==> src/rtl/reconfig_pkg.sv <==
// Shared types for the internal reconfiguration responder:
// FSM states, error codes and the image-select type.
package reconfig_pkg;

  typedef enum logic [2:0] {
    ST_IDLE,
    ST_ARMED,
    ST_PULSE,
    ST_LOAD,
    ST_DONE,
    ST_ERROR
  } state_t;

  typedef logic [1:0] img_t;
  typedef logic [1:0] err_t;

  localparam err_t ERR_NONE    = 2'd0;
  localparam err_t ERR_INVALID = 2'd1;
  localparam err_t ERR_SHORT   = 2'd2;
  localparam err_t ERR_ABORT   = 2'd3;

endpackage

==> src/rtl/reconfig_load_timer.sv <==
// LOAD residency counter: clears, counts while enabled,
// and stops at LOAD_CYCLES-1 instead of wrapping.
module reconfig_load_timer #(
  parameter int unsigned LOAD_CYCLES = 16
) (
  input  logic clk,
  input  logic rstn,
  input  logic clr,
  input  logic en,
  output logic tc
);

  localparam int unsigned W = $clog2(LOAD_CYCLES + 1);
  localparam logic [W-1:0] LAST = W'(LOAD_CYCLES - 1);

  logic [W-1:0] cnt;

  assign tc = (cnt == LAST);

  always_ff @(posedge clk or negedge rstn) begin
    if (!rstn) begin
      cnt <= '0;
    end else if (clr) begin
      cnt <= '0;
    end else if (en && !tc) begin
      cnt <= cnt + 1'b1;
    end
  end

endmodule

==> src/rtl/internal_reconfig_responder.sv <==
// Responds to an image reconfiguration request: qualifies the
// trigger pulse, checks the image, times the load, reports errors.
module internal_reconfig_responder
  import reconfig_pkg::*;
#(
  parameter int unsigned LOAD_CYCLES     = 16,
  parameter int unsigned CONFIG_MIN_HIGH = 4,
  parameter logic [3:0]  VALID_MASK      = 4'b0011
) (
  input  logic       clk,
  input  logic       rstn,
  input  logic       cfg_ENA,
  input  logic [1:0] cfg_CBSEL,
  input  logic       cfg_CONFIG,
  output logic       cfg_ERROR,
  output logic [1:0] error_code,
  output logic       busy,
  output logic       reconfig_done,
  output logic [1:0] active_image
);

  localparam int unsigned HW = $clog2(CONFIG_MIN_HIGH + 1);
  localparam logic [HW-1:0] HI_MAX = HW'(CONFIG_MIN_HIGH);

  state_t        state, state_d;
  err_t          err_d;
  img_t          sel_q, sel_d;
  logic [HW-1:0] hi_q, hi_d;
  logic          cfg_CONFIG_q;
  logic          rise;
  logic          load_tc;

  assign rise = cfg_CONFIG && !cfg_CONFIG_q;

  reconfig_load_timer #(
    .LOAD_CYCLES(LOAD_CYCLES)
  ) u_timer (
    .clk (clk),
    .rstn(rstn),
    .clr (state != ST_LOAD),
    .en  (state == ST_LOAD),
    .tc  (load_tc)
  );

  always_comb begin
    state_d = state;
    err_d   = error_code;
    sel_d   = sel_q;
    hi_d    = hi_q;
    unique case (state)
      ST_IDLE: begin
        if (cfg_ENA) state_d = ST_ARMED;
      end
      ST_ARMED: begin
        if (!cfg_ENA) begin
          state_d = ST_IDLE;
        end else if (rise) begin
          state_d = ST_PULSE;
          sel_d   = cfg_CBSEL;
          hi_d    = HW'(1);
        end
      end
      ST_PULSE: begin
        // select change or enable loss outranks pulse-width checks
        if (cfg_CBSEL != sel_q || !cfg_ENA) begin
          state_d = ST_ERROR;
          err_d   = ERR_ABORT;
        end else if (cfg_CONFIG) begin
          if (hi_q != HI_MAX) hi_d = hi_q + 1'b1;
        end else if (hi_q < HI_MAX) begin
          state_d = ST_ERROR;
          err_d   = ERR_SHORT;
        end else if (!VALID_MASK[sel_q]) begin
          state_d = ST_ERROR;
          err_d   = ERR_INVALID;
        end else begin
          state_d = ST_LOAD;
        end
      end
      ST_LOAD: begin
        if (!cfg_ENA || rise) begin
          state_d = ST_ERROR;
          err_d   = ERR_ABORT;
        end else if (load_tc) begin
          state_d = ST_DONE;
        end
      end
      ST_DONE: begin
        state_d = cfg_ENA ? ST_ARMED : ST_IDLE;
      end
      ST_ERROR: begin
        if (!cfg_ENA) begin
          state_d = ST_IDLE;
          err_d   = ERR_NONE;
        end
      end
      default: begin
        state_d = ST_IDLE;
        err_d   = ERR_NONE;
      end
    endcase
  end

  always_ff @(posedge clk or negedge rstn) begin
    if (!rstn) begin
      state         <= ST_IDLE;
      error_code    <= ERR_NONE;
      sel_q         <= '0;
      hi_q          <= '0;
      cfg_CONFIG_q  <= 1'b0;
      cfg_ERROR     <= 1'b0;
      busy          <= 1'b0;
      reconfig_done <= 1'b0;
      active_image  <= '0;
    end else begin
      state         <= state_d;
      error_code    <= err_d;
      sel_q         <= sel_d;
      hi_q          <= hi_d;
      cfg_CONFIG_q  <= cfg_CONFIG;
      cfg_ERROR     <= (state_d == ST_ERROR);
      busy          <= (state_d == ST_PULSE) || (state_d == ST_LOAD);
      reconfig_done <= (state_d == ST_DONE);
      if (state == ST_DONE) active_image <= sel_q;
    end
  end

endmodule

==> config.mk <==
export PLATFORM = sky130hd
export DESIGN_NAME = internal_reconfig_responder
export DESIGN_NICKNAME = d
export VERILOG_FILES = /design/src/rtl/reconfig_pkg.sv /design/src/rtl/reconfig_load_timer.sv /design/src/rtl/internal_reconfig_responder.sv
export SDC_FILE = /design/constraint.sdc
export NUM_CORES = 1
export LEC_CHECK = 0
export CAP_MARGIN = 20
export CORE_MARGIN = 4
export CORE_UTILIZATION = 34
export DETAILED_ROUTE_END_ITERATION = 7
export PLACE_DENSITY = 0.64
export SLEW_MARGIN = 10
export SYNTH_ARGS = -nofsm -noshare
export SYNTH_HDL_FRONTEND = slang
export SYNTH_HIERARCHICAL = 1
export SYNTH_SLANG_ARGS = --single-unit
==> constraint.sdc <==
create_clock -name clk -period 2 [get_ports clk]
set_input_delay 0.2 -clock clk [delete_from_list [all_inputs] [get_ports clk]]
set_output_delay 0.2 -clock clk [all_outputs]
set_load 0.03 [all_outputs]
Word level (Yosys, flattened, before mapping)
Cells that the tools add are included.
{"block": "totals", "input_bits": 6, "word_cells": 81, "out_inout_bits": 7, "reg_bits": 21}
{"block": "classes", "n_bitwise": 1, "n_mux": 29, "add_sub_neg": 2, "magnitude_cmp": 2, "n_reduce_logical": 15, "eq_ne": 22}
{"operator": "3-bit 2-to-1 mux", "n": 15}
{"operator": "3-bit case mux with 6 select lines", "n": 1}
{"operator": "2-bit inequality test, second input constant", "n": 7}
{"operator": "3-bit by 2-bit == test with 1-bit output, second input constant", "n": 4}
{"operator": "3-bit == test, second input constant", "n": 4}
{"operator": "2-bit 2-to-1 mux", "n": 6}
{"operator": "5-bit 2-to-1 mux", "n": 2}
{"operator": "2-bit case mux with 4 select lines", "n": 1}
{"operator": "3-bit inequality test, second input constant", "n": 2}
{"operator": "3-bit case mux with 2 select lines", "n": 1}
{"operator": "6-bit AND reduction", "n": 1}
{"operator": "5-bit by 1-bit adder with 5-bit output, second input constant", "n": 1}
{"operator": "5-bit by 4-bit == test with 1-bit output, second input constant", "n": 1}
{"operator": "5-bit AND reduction", "n": 1}
{"operator": "4-bit inequality test, second input constant", "n": 1}
{"operator": "2-bit nonzero test", "n": 2}
{"operator": "3-bit by 1-bit adder with 3-bit output, second input constant", "n": 1}
{"operator": "3-bit by 1-bit == test with 1-bit output, second input constant", "n": 1}
{"operator": "1-bit zero test", "n": 3}
{"operator": "3-bit zero test", "n": 1}
{"operator": "1-bit logical OR", "n": 3}
{"operator": "2-bit by 3-bit less-than comparator with 1-bit output, second input constant", "n": 1}
{"operator": "3-bit less-than comparator, second input constant", "n": 1}
{"operator": "3-bit by 2-bit inequality test with 1-bit output, second input constant", "n": 1}
{"operator": "7 further kinds", "n": 9}

Depth between registers and ports, before layout
{"block": "logic_depth", "word_depth": 9, "ltp_mapped": 7, "mapped_depth_nobuf": 7}

Cells and area by module
The synthesis kept the hierarchy.
{"module": "internal_reconfig_responder", "cells_each": 83, "area_per_inst_um2": 887.1, "n_inst": 1, "seq_area_each_um2": 400.4}
{"module": "reconfig_load_timer", "cells_each": 23, "area_per_inst_um2": 260.2, "n_inst": 1, "seq_area_each_um2": 125.1}

Least setup slack after synthesis
OpenSTA, ideal clock, no wires.
{"block": "synth_path", "kind": "reg2reg", "startpoint": "register u_timer.cnt[0]", "endpoint": "register u_timer.cnt[3]", "setup_slack_ns": 0.320, "arrival_time_ns": 1.552, "period_less_slack_ns": 1.680, "n_path_buf": 0, "setup_time_ns": 0.127, "stages_incl_launch_ff": 7, "required_ns": 1.873, "cell_sequence": "dfrtp_1 ha_1 and3_1 ha_1 nor2b_4 nand4_1 mux2_1"}
{"block": "synth_via", "elab_chain_len": 4, "elab_cells_between_ends": 7, "classes_between": "add/sub (1); eq/ne (1); mux (2); reduce/logical (3)"}
{"element": "start: declaration", "line": "reconfig_load_timer.sv:16", "rtl": "logic [W-1:0] cnt;"}
{"element": "start signal: assignment", "line": "reconfig_load_timer.sv:26", "rtl": "cnt <= cnt + 1'b1;"}
{"element": "5-bit by 4-bit == test with 1-bit output", "line": "reconfig_load_timer.sv:18", "rtl": "assign tc = (cnt == LAST);"}
{"element": "named net load_tc", "line": "internal_reconfig_responder.sv:31", "rtl": "logic load_tc;"}
{"element": "1-bit zero test", "line": "reconfig_load_timer.sv:25", "rtl": "end else if (en && !tc) begin"}
{"element": "1-bit logical AND", "line": "reconfig_load_timer.sv:25"}
{"element": "2-bit nonzero test (no line)"}
The timed path passes the listed nets, and every way through them passes these cells. The select of a mux whose other input is x is not followed.
A chain may end at the register's enable or synchronous reset.

Worst setup path in the final report
Same ends and word-level chain as after synthesis.

==> impl_results.md <==
* ANT nets after route at 0
* CTS tree: done
* Proportion of netlist area held by the largest area contributor at 0.4580
* Share of layout cells above drive strength 1 at 0.1694
* Root Driver: clkbuf_4
* Max-cap viol count at 0
* EDFF count, synth at 0
* Worst path most repeated cell: ha_1
* Main synth FF type: dfrtp_1
* Die ar. at 4368 um^2
* Critical path data required time at between 2000 and 2500 ps
* Status: completed
* Layout area overhead at 19.30%
* Placed cell count at 164
* CP endpoint kind: flop
* Footprint of the multi-input gates at 574.3 um^2
* Reg2Reg Launch Point: u_timer/cnt[0]
* Final hold viol count at 0
* Final Slew Violations at 0
* DR iter-0 viols at 30
* Setup Skew at a little over 3 ps
* Total GRT Usage at 0.1171
* Later-pin clock latency in the skew report at about 300 ps
* First-pass GRT wire length at 3926 um
* Detailed Route WL at 2249 um
* Avg Synthesized Cell Area at 10.82 um^2
* Synth top cells by count: 21 x dfrtp_1, 9 x nor2_1, 8 x inv_1, 7 x nand2_1
* CP max stage delay at around 420 ps
* H-tree depth at 1
* Clock Sinks at 21
* Final setup violation count at 0
* Synth top area cells: dfrtp_1 46%, ha_1 4.4%, mux2_2 3.9%
* Largest family of logic cells by synthesized area: simple AND/OR/NAND/NOR gates
* Aggregate global routing overflow at 0
* Area leader, netlist: dfrtp_1
* DRC Markers at 0
* Synth Area in Compound Gates at 0.1439
* Post-synthesis mux area share at 0.08397
* Critical Path Fanout Max at 5
* Sequential cell area at 525.5 um^2
* Pre-antenna DRT Iters at 4
* DIE HEIGHT at roughly 66 um
* CP Launch Type: flop
* Largest net degree at the start of global routing at 22
* Vias in the first global route at 900
* CP Buf/Inv Count at 0
* Total number of vias at around 900
* Rows at 20
* Final worst path period need at between 1500 and 2000 ps
* Syn Nets at between 100 and 150
* Yosys cell types at 40
* Post-CTS Resized at 0
* Fraction of the mapped netlist area in simple logic gates at 0.1985
* Worst-margin pin slew at 397.1 ps
* Initial core utilization at 0.3668
* Synth Area in XOR/XNOR at 0.03053
* CTS buffer count at 3
* Crit path depth at 6
* Core Area at about 3100 um^2
* Final GP Congestion at ~0.86
* Worst IR Drop VDD at roughly 0.00048 V
* Pwr Density at approximately 820 nW/um^2
* Ys async rst share at 1.000
* Kind of critical path: flop to flop
* CP max stage cell: dfrtp_1
* Mapped Cells at 106
* Number of cells on the worst reg-to-reg path at 6
* DP HPWL at 1758 um
* Hold_buf cts at 0
* Initial antenna violation count at 0
* Adder-Cell Fraction of Synth Area at 0.04362
* Clock Tree Buf Depth at 2
* Dpl ws at about 140 ps
* IO buf count at 12
* ANT cells at 0
* CP delay by family, top: simple AND/OR/NAND/NOR gates
* Sequential area share after synthesis at 0.4580
* Hold WC Path Type: primary input to asynchronous set/reset pin
* Final setup margin at ~180 ps
* Top Ports at 13
* #FFs+latches synth at 21
* CP Cell Sequence: ha_1, and3_1, ha_1, nor2b_4, nand4_1, mux2_1
* End of the worst register-to-register path: u_timer/cnt[3]
* Worst R2R Setup Slack at 180 ps
* NumNets Final at around 140
* Unrepaired setup endpoints after global routing: false
* Final period utilization at 0.9120
* Post-Layout Cell Count at approximately 170
* Syn. warnings at 6
* Post-Syn Area at between 1000 and 1500 um^2
* Setup TNS at 0 ps
* Fmax at ~0.55 GHz
* Die Wd at roughly 66 um
* Number of fill cells at between 300 and 400
* Crit path arrival time at between 2000 and 2500 ps
* Per-cell routed wire length at 13.39 um
* Pleak at 0.5823 nW
* Max_slew headroom at 0.7333
* Cell with the most instances after synthesis: dfrtp_1
* Post-CTS setup buffers at 0
* Vias per inst at roughly 5.2
* Clock transition at path regs at approximately 110 ps
[kinds of logic (layout without fill, tap and decap cells)]
| logic type | Yosys count | after routing |
|---|---|---|
| AO/OA/AOI/OAI | 19 | 19 |
| XOR/XNOR | 4 | 4 |
| adder cells (fa/ha/maj) | 4 | 4 |
| buffers and inverters | 11 | 29 |
| flip-flops | 21 | 21 |
| multiplexers | 8 | 8 |
| AND/OR/NAND/NOR | 39 | 39 |
[stage by stage]
stage | total power [mW] | utilization | instance area, um^2 | hold WS [ps]
after CTS | 1.127 | 0.4376 | 1369 | 229.4
after global placement | 0.9096 | 0.4292 | 1343 | 472.9
after detailed placement | 0.9222 | 0.4292 | 1343 | 490.9
after global routing | 1.188 | 0.4376 | 1369 | 240.5
after floorplan | 0.7945 | - | 1147 | -95.59
final | 1.118 | 0.4376 | 1369 | 217.7
[worst max path at each step]
stage / from / end / slack [ps]
detailed placement: cfg_CONFIG / error_code[0] / 140
global placement: cfg_CONFIG / error_code[1] / 140
global route: u_timer/cnt[0] / reconfig_done / 30
CTS: u_timer/cnt[0] / u_timer/cnt[3] / 160
finish: u_timer/cnt[0] / u_timer/cnt[3] / 180
floorplan: u_timer/cnt[0] / u_timer/cnt[3] / 320
[area by class of cell]
type,instances,area share
multi-input combinational,74,0.4196
sequential,21,0.3839
timing repair buffer,17,0.1152
tap,44,0.04022
inverter,8,0.02194
clock buffer,4,0.01920
[power breakdown]
part / switching (mW) / internal [mW]
sequential: 0.0605 / 0.493
clock: 0.127 / 0.0778
combinational: 0.188 / 0.172
total: 0.375 / 0.743
[per-layer routing]
| layer | vias up | routed length, um | track usage |
|---|---|---|---|
| met2 | 21 | 1051 | 0.1884 |
| met1 | 429 | 1058 | 0.1467 |
| met4 | 0 | 78 | 0.07107 |
| li1 | 417 | - | - |
| met5 | - | 0 | 0 |
| met3 | 8 | 60 | 0.01701 |
[sequential cells by signal, summed over array words and instances (netlist names)]
register / cells
error_code: 2
cfg_ERROR: 1
active_image: 2
hi_q: 3
reconfig_done: 1
u_timer/cnt: 5
busy: 1
state: 3
sel_q: 2
cfg_CONFIG_q: 1
[placed cells by master, fill, tap and decap left out, types with 2 or more instances in the layout]
master           synthesis  final
a31oi_1                  2      2
a21oi_1                  2      2
inv_1                    8      8
buf_4                    1      5
dfrtp_1                 21     21
xnor2_1                  3      3
a31o_1                   2      2
o31a_1                   2      2
mux2_4                   2      2
clkdlybuf4s50_1          0     12
mux2_2                   4      4
nand2_1                  7      7
nand3_1                  4      4
ha_1                     4      4
nor2b_1                  2      2
nand4_1                  4      4
and3_1                   2      2
o2bb2ai_1                2      2
clkbuf_4                 0      3
nor2_1                   9      9
nand2b_1                 2      2
nand3b_1                 2      2
(Power assumes the default switching activity.)
